--- src/rtl/id_ctrl_pkg.sv ---
// Shared types and helpers for the decode-stage issue controller.
// Holds the FSM state enum, default register geometry and a onehot decoder.
package id_ctrl_pkg;

  localparam int NUM_REGS = 32;
  localparam int REG_BITS = 5;

  typedef enum logic {
    RUN   = 1'b0,
    FLUSH = 1'b1
  } id_state_t;

  function automatic logic [NUM_REGS-1:0] onehot(
    input logic [REG_BITS-1:0] idx
  );
    logic [NUM_REGS-1:0] v;
    v      = '0;
    v[idx] = 1'b1;
    return v;
  endfunction

endpackage

--- src/rtl/id_scoreboard.sv ---
// Per-register pending-write scoreboard with same-cycle writeback bypass.
// Register 0 is never tracked; an issue set wins over a coincident clear.
import id_ctrl_pkg::*;

module id_scoreboard #(
  parameter int NumRegs = NUM_REGS,
  parameter int RegBits = REG_BITS
) (
  input  logic               clk,
  input  logic               rst,
  input  logic               i_wbe,
  input  logic [RegBits-1:0] i_wb_rdn,
  input  logic               i_set,
  input  logic [RegBits-1:0] i_rdn,
  input  logic [RegBits-1:0] i_rs1n,
  input  logic [RegBits-1:0] i_rs2n,
  output logic [NumRegs-1:0] o_busy_vec,
  output logic               o_busy_rs1,
  output logic               o_busy_rs2,
  output logic               o_busy_rd
);

  logic [NumRegs-1:0] r_busy;
  logic [NumRegs-1:0] w_clr;
  logic [NumRegs-1:0] w_set;
  logic [NumRegs-1:0] w_eff;
  logic [NumRegs-1:0] w_next;

  assign w_clr = i_wbe
    ? NumRegs'(onehot(REG_BITS'(i_wb_rdn)))
    : '0;

  assign w_set = (i_set && (i_rdn != '0))
    ? NumRegs'(onehot(REG_BITS'(i_rdn)))
    : '0;

  // Regfile writes before decode reads, so a same-cycle writeback is visible.
  assign w_eff  = r_busy & ~w_clr;
  assign w_next = (w_eff | w_set) & ~NumRegs'(1);

  always_ff @(posedge clk) begin
    if (rst) begin
      r_busy <= '0;
    end else begin
      r_busy <= w_next;
    end
  end

  assign o_busy_vec = r_busy;
  assign o_busy_rs1 = w_eff[i_rs1n];
  assign o_busy_rs2 = w_eff[i_rs2n];
  assign o_busy_rd  = w_eff[i_rdn];

endmodule

--- src/rtl/id_issue_ctrl.sv ---
// Decode-stage issue controller: hazard stall, branch flush bubbles
// and a sticky stall watchdog around the pending-write scoreboard.
import id_ctrl_pkg::*;

module id_issue_ctrl #(
  parameter int NumRegs     = NUM_REGS,
  parameter int RegBits     = REG_BITS,
  parameter int FlushCycles = 1,
  parameter int StallLimit  = 64
) (
  input  logic               clk,
  input  logic               rst,
  input  logic               id_valid,
  input  logic [RegBits-1:0] rs1n,
  input  logic [RegBits-1:0] rs2n,
  input  logic [RegBits-1:0] rdn,
  input  logic               uses_rs1,
  input  logic               uses_rs2,
  input  logic               writes_rd,
  input  logic               ex_ready,
  input  logic               branch_taken,
  input  logic               wbe,
  input  logic [RegBits-1:0] wb_rdn,
  output logic               issue,
  output logic               stall,
  output logic               flush,
  output logic [NumRegs-1:0] busy_vec,
  output logic               stall_timeout
);

  localparam int FW = (FlushCycles > 1) ? $clog2(FlushCycles) : 1;
  localparam int SW = $clog2(StallLimit + 1);

  id_state_t     r_state;
  id_state_t     w_state_nx;
  logic [FW-1:0] r_fcnt;
  logic [FW-1:0] w_fcnt_nx;
  logic [SW-1:0] r_scnt;
  logic          r_timeout;

  logic w_b1;
  logic w_b2;
  logic w_bd;
  logic w_haz;
  logic w_issue;
  logic w_stall;
  logic w_flush;

  id_scoreboard #(
    .NumRegs (NumRegs),
    .RegBits (RegBits)
  ) u_sb (
    .clk        (clk),
    .rst        (rst),
    .i_wbe      (wbe),
    .i_wb_rdn   (wb_rdn),
    .i_set      (w_issue & writes_rd),
    .i_rdn      (rdn),
    .i_rs1n     (rs1n),
    .i_rs2n     (rs2n),
    .o_busy_vec (busy_vec),
    .o_busy_rs1 (w_b1),
    .o_busy_rs2 (w_b2),
    .o_busy_rd  (w_bd)
  );

  assign w_haz = id_valid & (
      (uses_rs1  & (rs1n != '0) & w_b1)
    | (uses_rs2  & (rs2n != '0) & w_b2)
    | (writes_rd & (rdn  != '0) & w_bd));

  always_comb begin
    w_state_nx = r_state;
    w_fcnt_nx  = r_fcnt;
    w_issue    = 1'b0;
    w_stall    = 1'b0;
    w_flush    = 1'b0;
    unique case (r_state)
      RUN: begin
        w_issue = id_valid & ~w_haz & ex_ready;
        w_stall = id_valid & ~w_issue;
        if (w_issue && branch_taken && (FlushCycles > 0)) begin
          w_state_nx = FLUSH;
          w_fcnt_nx  = FW'(FlushCycles - 1);
        end
      end
      FLUSH: begin
        w_flush = 1'b1;
        if (r_fcnt == '0) begin
          w_state_nx = RUN;
        end else begin
          w_fcnt_nx = r_fcnt - 1'b1;
        end
      end
      default: begin
        w_state_nx = RUN;
      end
    endcase
  end

  always_ff @(posedge clk) begin
    if (rst) begin
      r_state <= RUN;
      r_fcnt  <= '0;
    end else begin
      r_state <= w_state_nx;
      r_fcnt  <= w_fcnt_nx;
    end
  end

  // Timeout fires on the edge where the run length reaches StallLimit.
  always_ff @(posedge clk) begin
    if (rst) begin
      r_scnt    <= '0;
      r_timeout <= 1'b0;
    end else if (w_stall) begin
      if (r_scnt != SW'(StallLimit)) begin
        r_scnt <= r_scnt + 1'b1;
      end
      if (r_scnt == SW'(StallLimit - 1)) begin
        r_timeout <= 1'b1;
      end
    end else begin
      r_scnt <= '0;
    end
  end

  assign issue         = w_issue;
  assign stall         = w_stall;
  assign flush         = w_flush;
  assign stall_timeout = r_timeout;

endmodule

--- config.mk ---
export PLATFORM = sky130hd
export DESIGN_NAME = id_issue_ctrl
export DESIGN_NICKNAME = d
export VERILOG_FILES = /design/src/rtl/id_ctrl_pkg.sv /design/src/rtl/id_scoreboard.sv /design/src/rtl/id_issue_ctrl.sv
export SDC_FILE = /design/constraint.sdc
export NUM_CORES = 1
export LEC_CHECK = 0
export ABC_CLOCK_PERIOD_IN_PS = 6600
export CORE_MARGIN = 2
export CORE_UTILIZATION = 45
export DETAILED_ROUTE_END_ITERATION = 10
export PLACE_DENSITY = 0.83
export SLEW_MARGIN = 20
export SYNTH_ARGS = -nofsm -noshare
export SYNTH_HDL_FRONTEND = slang
export SYNTH_SLANG_ARGS = --single-unit
--- constraint.sdc ---
create_clock -name clk -period 6.6 [get_ports clk]
set_input_delay 1.32 -clock clk [delete_from_list [all_inputs] [get_ports clk]]
set_output_delay 1.32 -clock clk [all_outputs]
set_load 0.005 [all_outputs]
==> results.toml <==
[synth]
syn_area_per_cell_um2 = 8.06
yosysSeqAreaShare = 0.265
yosys_warnings = 0
synth_edf_count = 0
synth_seq_cells = 40
yosysUniqueCellTypes = 64
synthTopCellsByArea = "dfxtp_1 (26%), o22ai_1 (6.2%), o21ai_0 (5.8%)"
synthesis.instances = 375
synth_area_mm2 = 0.00302
yosysTopAreaCell = "dfxtp_1"
syn-num-nets = 406
synth_mux_area_frac = 0.0794
synth-simple-area-share = 0.254
synth_xor_area_frac = 0.0319
synth_top_flop_cell = "dfxtp_1"
synth-async-reset-ratio = 0
yosysTopAreaCellShare = 0.265
synth_top_family_by_area = "compound AO/OA/AOI/OAI gates"
yosys.area_share.adder = 0.00827
synth-compound-area-share = 0.301

[global_routing]
grt_pass1_wl_um = 17500
grtUsageTotal = 0.304
grt_overflow_total = 0
antenna_found_initial = 0
grt_pass1_vias = 3294
grt_max_degree = 36

[sta]
slew_viol_final = 0
setup_viol = 0
tns_ns = 0
slew_headroom = 0.524
clock_skew_ns = 0.00469
fin_crit_sh = 0.950
rsz0062_at_grt = "false"
tightest_slew_ns = 0.705
finalCriticalPeriod_ns = 6.27
max_freq_ghz = 0.159
fin_hold_ws_ns = 0.494
final_hold_viol_count = 0

[floorplan]
ioPinCount = 65
start_util = 0.471
die_w_um = 86.0
row_count = 29
core_area_mm2 = 0.00642
die_y_um = 86.0
die_area_mm2 = 0.00739

[finish]
final_cell_mix = "clkdlybuf4s50_1 (63), dfxtp_1 (40), o21ai_0 (35), o22ai_1 (30), o211ai_1 (18)"
n_fill_cell = 598
num_antenna_cells = 0
syn2layout_area_growth_pct = 26.0
fin_nets = 453
layout_commonest_cell = "clkdlybuf4s50_1"
drive_above_1_share = 0.0804

[routing]
vias_per_cell = 7.17
drtIter0Drc = 384
ant_nets = 0
first_pass_iters = 5
drc_errors = 0
wl_per_cell_um = 22.5
vias = 3584
wl_um = 11200

[cts]
h-tree-depth = 2
clkTransAtPathRegs_ns = 0.09
hold_buffers = 0
cts_tree = "done"
numCtsBuffers = 5
cts_sinks = 40
postCtsSetupBuffers = 0
cts-root-buf = "clkbuf_8"
ctsResizeCount = 0
clock_latency_ns = 0.30
cts_buffer_depth = 2

[place]
place_hpwl_um = 8210
place.port_buffers = 63
gp_congestion = 0.996

[worst_setup_path]
crit_type = "in2out"
critPathMaxFanout = 10
cp.arrival_ns = 4.95
cp_data_required_time_ns = 5.28
end_kind = "primary output"
startpoint_type = "primary input"

[pwr]
p_leak_uw = 0.00125
power_density_mw_per_mm2 = 151
max-vdd-ir-drop_uv = 94.3

[status]
status = "complete, no violations"

[worst_hold_path]
min-delay-path-class = "reg2reg"

[flow_run]
cap_violations = 0
-- kinds of logic (layout without fill, tap and decap cells) --
logic type	after synthesis	after routing
buffers and inverters	45	93
XOR/XNOR	11	11
AND/OR/NAND/NOR	120	120
other	1	1
flip-flops	40	40
multiplexers	20	20
AO/OA/AOI/OAI	136	136
adder cells (fa/ha/maj)	2	2
-- power breakdown --
part           internal, µW  switching, µW  total (µW)
Sequential              243           1.45         244
Combinational          45.3           71.6         117
Clock                   114           99.9         214
-- synth_stat cells, types with 6 or more instances --
| master | number |
|---|---|
| dfxtp_1 | 40 |
| and3_1 | 8 |
| nor2b_1 | 6 |
| nand2b_1 | 11 |
| inv_1 | 12 |
| xor2_1 | 6 |
| a311oi_1 | 6 |
| o2111ai_1 | 7 |
| nor3_1 | 14 |
| mux2i_1 | 15 |
| nor2_1 | 17 |
| o21ai_0 | 35 |
| o22ai_1 | 30 |
| nand2_1 | 17 |
| nand3_1 | 7 |
| a31oi_1 | 6 |
| clkbuf_1 | 27 |
| o211ai_1 | 18 |
-- final cells by class --
cell class | count | area, µm² | share of cell area
Multi-Input combinational cell | 290 | 2050 | 0.537
Clock inverter | 3 | 47.5 | 0.0125
Tap cell | 77 | 96.3 | 0.0253
Clock buffer | 5 | 68.8 | 0.0181
Sequential cell | 40 | 801 | 0.210
Inverter | 12 | 45.0 | 0.0118
Timing Repair Buffer | 73 | 706 | 0.185
-- layer usage --
layer	GRT usage	wire length, µm
met5	0	0
met4	0.115	393
met2	0.462	5070
met1	0.406	4440
met3	0.0885	1340
-- stage by stage --
stage / total power (µW) / area, µm² / setup slack (ns) / instances / utilization
6_report: 575 / 3810 / 0.330 / 500 / 0.593
5_1_grt: 596 / 3810 / 0.185 / 500 / 0.593
4_1_cts: 571 / 3810 / 0.379 / 500 / 0.593
3_5_place_dp: 363 / 3690 / 0.401 / 492 / 0.575
3_3_place_gp: 362 / 3690 / 0.487 / 492 / 0.575
2_1_floorplan: 319 / 3020 / 1.71 / 375 / -
-- sequential cells by signal, summed over array words and instances, names as in the netlist --
| signal | count |
|---|---|
| u_sb.o_busy_vec | 31 |
| r_state | 1 |
| r_scnt | 7 |
| stall_timeout | 1 |
-- worst max-delay path: stages --
cell	delay, ns
clkdlybuf4s50_1	0.72
nand2b_1	0.41
o21ai_0	0.25
mux4_2	0.49
or4_1	0.40
o2111ai_1	0.17
nor3_4	0.08
buf_4	0.20
a21oi_2	0.32
clkdlybuf4s50_1	0.58
-- final timing paths --
kind                            slack [ns]                          to                           start  depth (start not counted)
worst max-delay path                  0.33                       stall                       wb_rdn[0]                         10
worst min-delay path                  0.49  stall_timeout$_SDFFE_PP0P_      stall_timeout$_SDFFE_PP0P_                          1
worst max register to register        4.07      r_scnt[2]$_SDFFE_PP0P_  u_sb.o_busy_vec[14]$_SDFF_PP0_                          8
worst min register to register        0.49  stall_timeout$_SDFFE_PP0P_      stall_timeout$_SDFFE_PP0P_                          1
(Power assumes the default switching activity.)
